### src/rtl/rr_arb_pkg.sv
// ---------------------------------------------------------------------------
// rr_arb_pkg
// Shared constants and types for the four-requester round-robin arbiter.
//   NUM_REQ          : number of requesters served by the arbiter
//   HOLD_MAX_DEFAULT : default limit on consecutive grant cycles while others
//                      wait (only meaningful with RR_ARB_TIMEOUT_EN defined)
//   state_t          : arbiter FSM encoding (ST_IDLE = 0, ST_GRANT = 1)
// ---------------------------------------------------------------------------
package rr_arb_pkg;

  localparam int NUM_REQ          = 4;
  localparam int HOLD_MAX_DEFAULT = 8;

  typedef enum logic {
    ST_IDLE  = 1'b0,
    ST_GRANT = 1'b1
  } state_t;

endpackage

### src/rtl/decoder2to4.sv
// ---------------------------------------------------------------------------
// decoder2to4
// 2-to-4 one-hot decoder with enable.
//   in  : 2-bit index to decode
//   en  : when low the output is all zero
//   out : one-hot decode of in, gated by en
// ---------------------------------------------------------------------------
module decoder2to4 (
  input  logic [1:0] in,
  input  logic       en,
  output logic [3:0] out
);

  always_comb begin
    out = 4'b0000;
    if (en) begin
      out = 4'b0001 << in;
    end
  end

endmodule

### src/rtl/rr_arbiter4.sv
// ---------------------------------------------------------------------------
// rr_arbiter4
// Four-requester round-robin arbiter. A rotating pointer sets the start of
// the priority search; the winning index is registered and decoded to a
// one-hot grant. The current holder keeps the grant for as long as it holds
// its request; on release the next winner is granted on the following edge
// with no idle cycle in between.
//
// Optional feature (macro RR_ARB_TIMEOUT_EN): a holder that has owned the
// resource for HOLD_MAX consecutive cycles while another requester waits is
// forcibly revoked and the next winner (holder excluded) is granted.
//
// Handshake: req[i] is a level request; gnt[i] is the acknowledgement. A
// grant is presented one edge after the request is sampled and is held until
// the holder deasserts req[i] (or a timeout revokes it). There is no
// combinational path from req to gnt.
//
// Ports
//   clk         : clock, rising edge
//   rst         : synchronous active-high reset
//   req[3:0]    : request lines, bit i = requester i
//   gnt[3:0]    : one-hot grant, all zero when idle
//   gnt_id[1:0] : index of current/last grant holder (held while idle)
//   gnt_valid   : high while a grant is active
//   o_dbg_state : FSM state (0 = idle, 1 = grant) for observation
// ---------------------------------------------------------------------------
module rr_arbiter4
  import rr_arb_pkg::*;
#(
  parameter int HOLD_MAX = HOLD_MAX_DEFAULT
) (
  input  logic       clk,
  input  logic       rst,
  input  logic [3:0] req,
  output logic [3:0] gnt,
  output logic [1:0] gnt_id,
  output logic       gnt_valid,
  output logic       o_dbg_state
);

  if (HOLD_MAX < 2) begin : g_bad_hold_max
    $error("rr_arbiter4: HOLD_MAX must be at least 2");
  end

  state_t     r_state;
  state_t     w_state_nxt;
  logic [1:0] r_gnt_id;
  logic [1:0] w_gnt_id_nxt;
  logic [1:0] r_ptr;
  logic [1:0] w_ptr_nxt;
  logic [3:0] w_holder_oh;
  logic [3:0] w_cand;
  logic       w_found;
  logic [1:0] w_win;
  logic       w_new_grant;
  logic       w_timeout;

  // While granting, the holder is never a candidate: either it released, or
  // it is being revoked and must not win its own re-arbitration.
  always_comb begin
    w_holder_oh = 4'b0001 << r_gnt_id;
    w_cand      = (r_state == ST_GRANT) ? (req & ~w_holder_oh) : req;
  end

  // Pointer-relative search. Scanned from the farthest offset down so the
  // nearest set bit (starting at r_ptr) is the last assignment and wins.
  always_comb begin
    logic [1:0] w_idx;
    w_found = 1'b0;
    w_win   = 2'd0;
    w_idx   = 2'd0;
    for (int k = NUM_REQ - 1; k >= 0; k--) begin
      w_idx = r_ptr + 2'(k);
      if (w_cand[w_idx]) begin
        w_found = 1'b1;
        w_win   = w_idx;
      end
    end
  end

`ifdef RR_ARB_TIMEOUT_EN
  localparam int              HCW       = $clog2(HOLD_MAX);
  localparam logic [HCW-1:0] HOLD_LAST = HCW'(HOLD_MAX - 1);

  logic [HCW-1:0] r_hold_cnt;
  logic [HCW-1:0] w_hold_nxt;

  always_comb begin
    w_timeout = (r_hold_cnt == HOLD_LAST) && (|w_cand);
  end

  // Cleared on each new grant, counts grant cycles, saturates at HOLD_LAST.
  always_comb begin
    w_hold_nxt = r_hold_cnt;
    if (w_new_grant) begin
      w_hold_nxt = '0;
    end else if ((r_state == ST_GRANT) && (r_hold_cnt != HOLD_LAST)) begin
      w_hold_nxt = r_hold_cnt + 1'b1;
    end
  end

  always_ff @(posedge clk) begin
    if (rst) begin
      r_hold_cnt <= '0;
    end else begin
      r_hold_cnt <= w_hold_nxt;
    end
  end
`else
  always_comb begin
    w_timeout = 1'b0;
  end
`endif

  // Next-state logic
  always_comb begin
    w_state_nxt  = r_state;
    w_gnt_id_nxt = r_gnt_id;
    w_ptr_nxt    = r_ptr;
    w_new_grant  = 1'b0;

    case (r_state)
      ST_IDLE: begin
        if (w_found) begin
          w_state_nxt = ST_GRANT;
          w_new_grant = 1'b1;
        end
      end
      ST_GRANT: begin
        if (!req[r_gnt_id] || w_timeout) begin
          if (w_found) begin
            w_new_grant = 1'b1;
          end else begin
            w_state_nxt = ST_IDLE;
          end
        end
      end
      default: begin
        w_state_nxt = ST_IDLE;
      end
    endcase

    if (w_new_grant) begin
      w_gnt_id_nxt = w_win;
      w_ptr_nxt    = w_win + 2'd1;
    end
  end

  always_ff @(posedge clk) begin
    if (rst) begin
      r_state  <= ST_IDLE;
      r_gnt_id <= 2'd0;
      r_ptr    <= 2'd0;
    end else begin
      r_state  <= w_state_nxt;
      r_gnt_id <= w_gnt_id_nxt;
      r_ptr    <= w_ptr_nxt;
    end
  end

  always_comb begin
    gnt_id      = r_gnt_id;
    gnt_valid   = (r_state == ST_GRANT);
    o_dbg_state = r_state;
  end

  decoder2to4 u_dec (
    .in  (r_gnt_id),
    .en  (gnt_valid),
    .out (gnt)
  );

endmodule

### config.mk
export PLATFORM = sky130hd
export DESIGN_NAME = rr_arbiter4
export DESIGN_NICKNAME = d
export VERILOG_FILES = /design/src/rtl/rr_arb_pkg.sv /design/src/rtl/decoder2to4.sv /design/src/rtl/rr_arbiter4.sv
export SDC_FILE = /design/constraint.sdc
export NUM_CORES = 1
export LEC_CHECK = 0
export CAP_MARGIN = 25
export CORE_AREA = 3 3 40 42
export CTS_BUF_LIST = sky130_fd_sc_hd__clkbuf_2
export DETAILED_ROUTE_END_ITERATION = 12
export DIE_AREA = 0 0 43 45
export PLACE_DENSITY = 0.73
export SYNTH_ARGS = -nofsm -noshare
export SYNTH_HDL_FRONTEND = slang
export SYNTH_HIERARCHICAL = 1
export SYNTH_SLANG_ARGS = --single-unit
export TNS_END_PERCENT = 5
### constraint.sdc
create_clock -name clk -period 2.06 [get_ports clk]
set_input_delay 0.206 -clock clk [delete_from_list [all_inputs] [get_ports clk]]
set_output_delay 0.206 -clock clk [all_outputs]
set_load 0.01 [all_outputs]
Word level (Yosys, flattened, before mapping)
Index checks and enable logic that the tools add are counted.

word-level totals
  bits of input ports = 6
  output and inout bits = 8
  word-level logic and storage cells = 41
  flip-flop bits (word level) = 5

operators by class
  magnitude comparators = 5
  mux-type cells = 25
  bitwise logic cells = 3
  add/subtract/negate cells = 4
  shift-type cells = 1

operators by type and width
  operator                                            number
  < comparator 2 x 3 -> 1 bit, second input constant  5
  two-way mux 1 bit                                   12
  binary-select mux 1 bit (select 2 bit)              5
  two-way mux 2 bit                                   4
  two-way mux 4 bit                                   2
  adder 2 x 1 -> 2 bit, second input constant         2
  adder 2 bit, second input constant                  2
  AND 4 bit                                           1
  inverter 4 bit                                      1
  one-hot mux 1 bit (2 select lines)                  2
  left shift 1 x 2 -> 4 bit, first input constant     1
  inverter 1 bit                                      1

Logic depth before layout (Yosys ltp)
Gate-level depths: netlist of the first run.

  depth in word-level cells = 13
  mapped depth = 8

Cells and area by module
The synthesis of the first run kept the hierarchy.

modules (own cells, without submodules)
  module       area an instance (um^2)  times used  cells an instance  sequential area each (um^2)
  rr_arbiter4  490.5                    1           55                 100.1
  decoder2to4  37.5                     1           4                  0.0

Worst setup path before layout of the first run
OpenSTA, ideal clock, no wires.

  path kind = register to register
  start = register r_gnt_id[1] (netlist: gnt_id[1])
  end = register r_ptr[1]
  required time = 1.935 ns
  library setup time = 0.125 ns
  path slack = 0.110 ns
  cell stages (with the launch flop) = 6
  data arrival time = 1.825 ns
  cell sequence = dfxtp_1 mux4_1 and2_1 or2_1 a211oi_1 nor3_2

between the ends
  cells in the longest elaborated chain, start to end = 13
  elaborated cells on any way between the ends = 26

ends and longest elaborated chain
  what                                     line                                    RTL
  start: declaration                       rr_arbiter4.sv:47                       logic [1:0] r_gnt_id;
  start signal: assignment                 rr_arbiter4.sv:156                      r_gnt_id <= w_gnt_id_nxt;
  left shift 1 x 2 -> 4 bit                rr_arbiter4.sv:61                       w_holder_oh = 4'b0001 << r_gnt_id;
  inverter 4 bit                           rr_arbiter4.sv:62                       w_cand = (r_state == ST_GRANT) ? (req & ~w_holder_oh) : req;
  AND 4 bit                                rr_arbiter4.sv:62
  two-way mux 4 bit                        rr_arbiter4.sv:62
  binary-select mux 1 bit (select 2 bit)   rr_arbiter4.sv:74                       if (w_cand[w_idx]) begin
  two-way mux 1 bit (implied by the code)  rr_arbiter4.sv:74
  two-way mux 1 bit (4 in series)          rr_arbiter4.sv:74
  two-way mux 1 bit                        rr_arbiter4.sv:124, rr_arbiter4.sv:131
  two-way mux 1 bit                        rr_arbiter4.sv:130                      if (!req[r_gnt_id] || w_timeout) begin
  one-hot mux 1 bit (2 select lines)       rr_arbiter4.sv:122                      case (r_state)
  end signal: assignment                   rr_arbiter4.sv:157                      r_ptr <= w_ptr_nxt;
  end: declaration                         rr_arbiter4.sv:49                       logic [1:0] r_ptr;

Parallel ways exist; a longest one is shown, timed or not. The select of a mux whose other input is x is not followed.
A chain may end at the register's enable or synchronous reset.

Final worst setup path of the first run
Ends and elaborated chain as after synthesis.

==> results.json, run 1 <==
{
  "run_status": "finished, final reports clean",
  "p_total_mw": 1.057,
  "place_congestion": 0.8216,
  "start_kind": "flip-flop",
  "cp-end-kind": "flip-flop",
  "initial_core_util": 0.4109,
  "ys_seq_area_frac": 0.1896,
  "cts_tree": "done",
  "powerDensity_nw_per_um2": 1445,
  "stdcell_area_um2": 732.0,
  "ys.warnings.count": 6,
  "h-tree-depth": 1,
  "crit_start": "gnt_id[1]",
  "hold_depth": 2,
  "power.share.clock": 0.090,
  "wirelength_mm": 1.311,
  "grt_pass1_vias": 516,
  "clock.fmax_mhz": 535.5,
  "instances_no_fill": 96,
  "timing.hold.ws_ps": 621.6,
  "slew_viol_final": 0,
  "reg2reg_setup_slack_ps": 190,
  "p_switching_uw": 489.3,
  "synth_nets": 65,
  "worstMarginPinSlew_ps": 343.1,
  "cts_setup_buffers": 0,
  "timing.rr.end": "r_ptr[1]",
  "pwr-share-seq": 0.198,
  "fp.dieW_um": 43,
  "dp_hpwl_mm": 1.048,
  "yosysMostFrequentCell": "a21oi_1",
  "timing.final.crit_share": 0.9065,
  "min_period_ps": 1867,
  "drt_first_iter_violations": 12,
  "drive_above_1_share": 0.2963,
  "synthTopCellsByArea": "dfxtp_1 19%, a21oi_1 5.7%, a211oi_1 5.7%",
  "drcViolationCount": 0,
  "gr-usage-all-layers": 0.1565,
  "rsz0062_at_grt": "false",
  "numCtsBuffers": 3,
  "port_buffers": 13,
  "syn_inst": 59,
  "worstHoldPathType": "in2reg",
  "core_region_area_um2": 1285,
  "die_y_um": 45,
  "placed_area_um2": 710.7,
  "reg2regPathDepth": 5,
  "grt.overflow.total": 0,
  "avgSynthCellArea_um2": 8.949,
  "netSwitchingFraction": 0.4628,
  "fp.dieArea_um2": 1935,
  "endpoint": "r_ptr[1]",
  "seq_area_um2": 101.3,
  "yosys.area.top_type": "dfxtp_1",
  "cts-root-buf": "clkbuf_2",
  "area_growth_pct": 38.63,
  "clk_path_buf_depth": 2,
  "slew-limit-headroom": 0.7702,
  "worstPathMaxFanout": 4,
  "preCtsSetupSlack_ps": -22.80,
  "worst_slack_ps": 192.6,
  "maxCapViolations": 0,
  "cts_sinks": 5,
  "ys_types": 35,
  "synthArstFlopShare": 0,
  "p_comb_frac": 0.712,
  "hold_viol": 0,
  "ys_seq_elements": 5,
  "final_core_util": 0.5696,
  "setup_viol": 0,
  "fin_skew_ps": 4.029,
  "routed_via_density": 5.667,
  "path_clk_slew_ps": 60,
  "nNetsFinal": 88,
  "r2r_start": "gnt_id[1]",
  "n_antenna_cell": 0,
  "grt_pass1_wl_mm": 2.325,
  "rows": 13,
  "grt_max_degree": 15,
  "synth_edf_count": 0,
  "hp-start": "rst",
  "drt.antenna.violating_nets": 0,
  "drt_pre_antenna_iters": 4,
  "clk_latency_ps": 230,
  "fin_tns_setup_ps": 0,
  "wl_per_cell_um": 13.66,
  "num-fill-cells": 129,
  "pin_count": 14,
  "synth_area_um2": 528.0,
  "multiInputGateArea_um2": 397.9,
  "synth_ff_type": "dfxtp_1",
  "placed_cells": 92,
  "ys_top_cells_by_count": "6 x a21oi_1, 5 x dfxtp_1, 5 x nand2_1",
  "arrival_ps": 1980,
  "antenna_found_initial": 0,
  "num_vias": 544,
  "crit_required_ps": 2170,
  "power.leakage_nw": 0.2854,
  "synth_top_cell_area_share": 0.1896,
  "path_class": "reg2reg",
  "ir_worst_vdd_mv": 0.6123,
  "p_int_uw": 568.0
}
[metal layers]
layer  global-route usage  wire [um]  vias up
met4              0.09036         30        0
li1                     -          -      275
met5                    0          0        -
met1               0.1855        576      254
met3                    0         34        2
met2               0.2874        670       13
[placed cells by master, fill, tap and decap left out, types with 2 or more instances in the layout]
| cell type | instances |
|---|---|
| and3b_1 | 2 |
| nor2_1 | 2 |
| mux2i_1 | 2 |
| o221ai_1 | 2 |
| dfxtp_1 | 4 |
| nand2_1 | 5 |
| nand2b_1 | 2 |
| nand3_1 | 2 |
| clkdlybuf4s50_1 | 13 |
| a211oi_1 | 4 |
| o221a_2 | 2 |
| clkbuf_2 | 4 |
| buf_4 | 8 |
| a21oi_1 | 6 |
| and2_1 | 2 |
[layout make-up]
cell class	count	share of cell area
Timing Repair Buffer	21	0.2598
Sequential cell	5	0.1385
Clock buffer	4	0.02735
Multi-Input combinational cell	50	0.5436
Inverter	1	0.005128
Tap cell	15	0.02564
[state kept, by name, summed over array words and instances, names as in the netlist]
signal / flops
gnt_id: 2
gnt_valid: 1
r_ptr: 2
[critical path: stages (launching register included)]
cell and delay, ps:
dfxtp_1 380, mux4_1 580, and2_1 180, or2_1 260
a211oi_1 250, nor3_2 80
[power groups by stage]
stage	sequential, mW	combinational, mW	clock, mW
after floorplan	0.215	0.515	0
after global placement	0.210	0.733	0
after detailed placement	0.210	0.749	0
after CTS	0.209	0.754	0.0975
after global routing	0.217	0.828	0.0998
final	0.209	0.753	0.0955
[logic make-up after synthesis]
group | Yosys count | synth area share
compound gates | 22 | 0.3152
mux | 3 | 0.08769
simple gates | 24 | 0.2986
buf+inv | 4 | 0.05687
xor+xnor | 1 | 0.05214
flops | 5 | 0.1896
[timing repair]
item / CTS / global route
resized for setup: 0 / 1
hold buffers: 0 / 0
endpoints found under the setup margin: 0 / 3
endpoints found under the hold margin: 0 / 0
[how the worst min path moves through the flow]
stage	to	slack, ps
finish	gnt_id[1]	620
global route	gnt_id[1]	660
CTS	gnt_id[1]	620
detailed placement	r_ptr[1]	630
global placement	r_ptr[1]	610
floorplan	gnt_id[0]	280
(Power assumes the default switching activity.)
==> run 2: changes to the inputs <==
Settings changed: CTS_BUF_LIST sky130_fd_sc_hd__clkbuf_2 to sky130_fd_sc_hd__clkbuf_16, SKIP_LAST_GASP set to 1.
==> results.json, run 2 (synthesized netlist as in run 1, its figures left out) <==
{
  "cp-end-kind": "flip-flop",
  "drt.antenna.violating_nets": 0,
  "wl_met3_um": 20,
  "rsz0062_at_grt": "false",
  "timing.final.crit_share": 0.9002,
  "grt_pass1_wl_mm": 2.332,
  "area_growth_pct": 49.76,
  "worst_slack_ps": 205.7,
  "highest_layer": "met3",
  "wirelength_mm": 1.340,
  "drcViolationCount": 0,
  "power.leakage_nw": 0.3111,
  "preCtsSetupSlack_ps": -22.80,
  "grt.overflow.total": 0,
  "wl_met2_um": 688,
  "layout_commonest_cell": "clkdlybuf4s50_1",
  "hp-start": "rst",
  "run_status": "finished, final reports clean",
  "clock.fmax_mhz": 539.3,
  "num_vias": 534,
  "place_congestion": 0.8216,
  "arrival_ps": 1960,
  "powerDensity_nw_per_um2": 1615,
  "initial_core_util": 0.4109,
  "hold_depth": 2,
  "reg2reg_setup_slack_ps": 210,
  "rows": 13,
  "crit_required_ps": 2160,
  "n_antenna_cell": 0,
  "ctsHoldBuffers": 0,
  "final_cell_mix": "13 x clkdlybuf4s50_1, 8 x buf_4, 6 x a21oi_1",
  "timing.rr.end": "r_ptr[1]",
  "r2r_start": "gnt_id[1]",
  "grt_pass1_vias": 530,
  "die_y_um": 45,
  "numCtsBuffers": 3,
  "gr-usage-all-layers": 0.1515,
  "h-tree-depth": 1,
  "worstPathMaxFanout": 4,
  "placed_cells": 92,
  "nNetsFinal": 88,
  "grt_max_degree": 15,
  "setup_viol": 0,
  "maxCapViolations": 0,
  "drive_above_1_share": 0.2840,
  "path_class": "reg2reg",
  "start_kind": "flip-flop",
  "min_period_ps": 1854,
  "fp.dieW_um": 43,
  "worstHoldPathType": "in2reg",
  "drt_first_iter_violations": 11,
  "cts_tree": "done",
  "clk_latency_ps": 230,
  "path_clk_slew_ps": 30,
  "routed_via_density": 5.563,
  "pin_count": 14,
  "num-fill-cells": 118,
  "port_buffers": 13,
  "cts_setup_buffers": 0,
  "core_region_area_um2": 1285,
  "wl_per_cell_um": 13.96,
  "fp.dieArea_um2": 1935,
  "reg2regPathDepth": 5,
  "fin_skew_ps": 1.402,
  "slew-limit-headroom": 0.7597,
  "fin_tns_setup_ps": 0,
  "cts-root-buf": "clkbuf_16",
  "hold_path_end": "gnt_id[1]",
  "cts_sinks": 5,
  "hold_viol": 0,
  "drt_pre_antenna_iters": 4,
  "wl_met1_um": 632,
  "ir_worst_vdd_mv": 0.6922,
  "worstMarginPinSlew_ps": 358.8,
  "clk_path_buf_depth": 2,
  "slew_viol_final": 0,
  "dp_hpwl_mm": 1.048,
  "instances_no_fill": 96,
  "antenna_found_initial": 0
}
==> run 2: cell types whose count changed in the layout (fill, tap and decap cells not counted), sizes merged <==
cell    previous run  this run
inv                1         2
clkbuf             4         3
==> run 2: cell type report <==
cell class	count	area, um^2	share of cell area
clock inverter	1	3.754	0.004747
clock buffer	3	75.07	0.09494
tap	15	18.77	0.02373
inverter	1	3.754	0.004747
multi-input combinational	50	397.9	0.5032
timing repair buffer	21	190.2	0.2405
sequential	5	101.3	0.1282
==> run 2: worst max-delay path, stage by stage (launching register included) <==
cell and delay, ps:
dfxtp_1 380, mux4_1 580, and2_1 180, or2_1 260, a211oi_1 250, nor3_2 80
==> run 2: worst max path at each step <==
stage	endpoint	slack (ps)	startpoint
after floorplan	r_ptr[1]	110	gnt_id[1]
after global placement	r_ptr[1]	40	req[2]
after detailed placement	r_ptr[1]	-20	req[2]
after CTS	r_ptr[0]	120	r_ptr[0]
after global routing	r_ptr[0]	60	r_ptr[0]
final	r_ptr[1]	210	gnt_id[1]
==> run 2: report_power, final <==
group	total (mW)	switching (mW)	internal, mW
combinational	0.751	0.375	0.377
sequential	0.212	0.0713	0.140
clock	0.314	0.0629	0.251
==> run 2: repair_timing <==
item                                   CTS  global route
endpoints found under the hold margin    0             0
setup endpoints to repair                0             3
gates resized for setup                  0             1
==> run 2: per-layer routing <==
layer,vias to the layer above,global-route usage
met5,-,0
met4,0,0.04217
met2,9,0.2784
met1,252,0.1904
met3,0,0.01195
li1,273,-
==> run 2: metrics by stage <==
step	total power [mW]	cell area, um^2	hold slack (ps)	utilization
global route	1.361	790.8	672.6	0.6154
floorplan	0.7302	528.0	275.1	-
detailed placement	0.9589	710.7	628.8	0.5531
global placement	0.9429	710.7	608.3	0.5531
finish	1.277	790.8	642.9	0.6154
CTS	1.274	789.5	637.4	0.6144
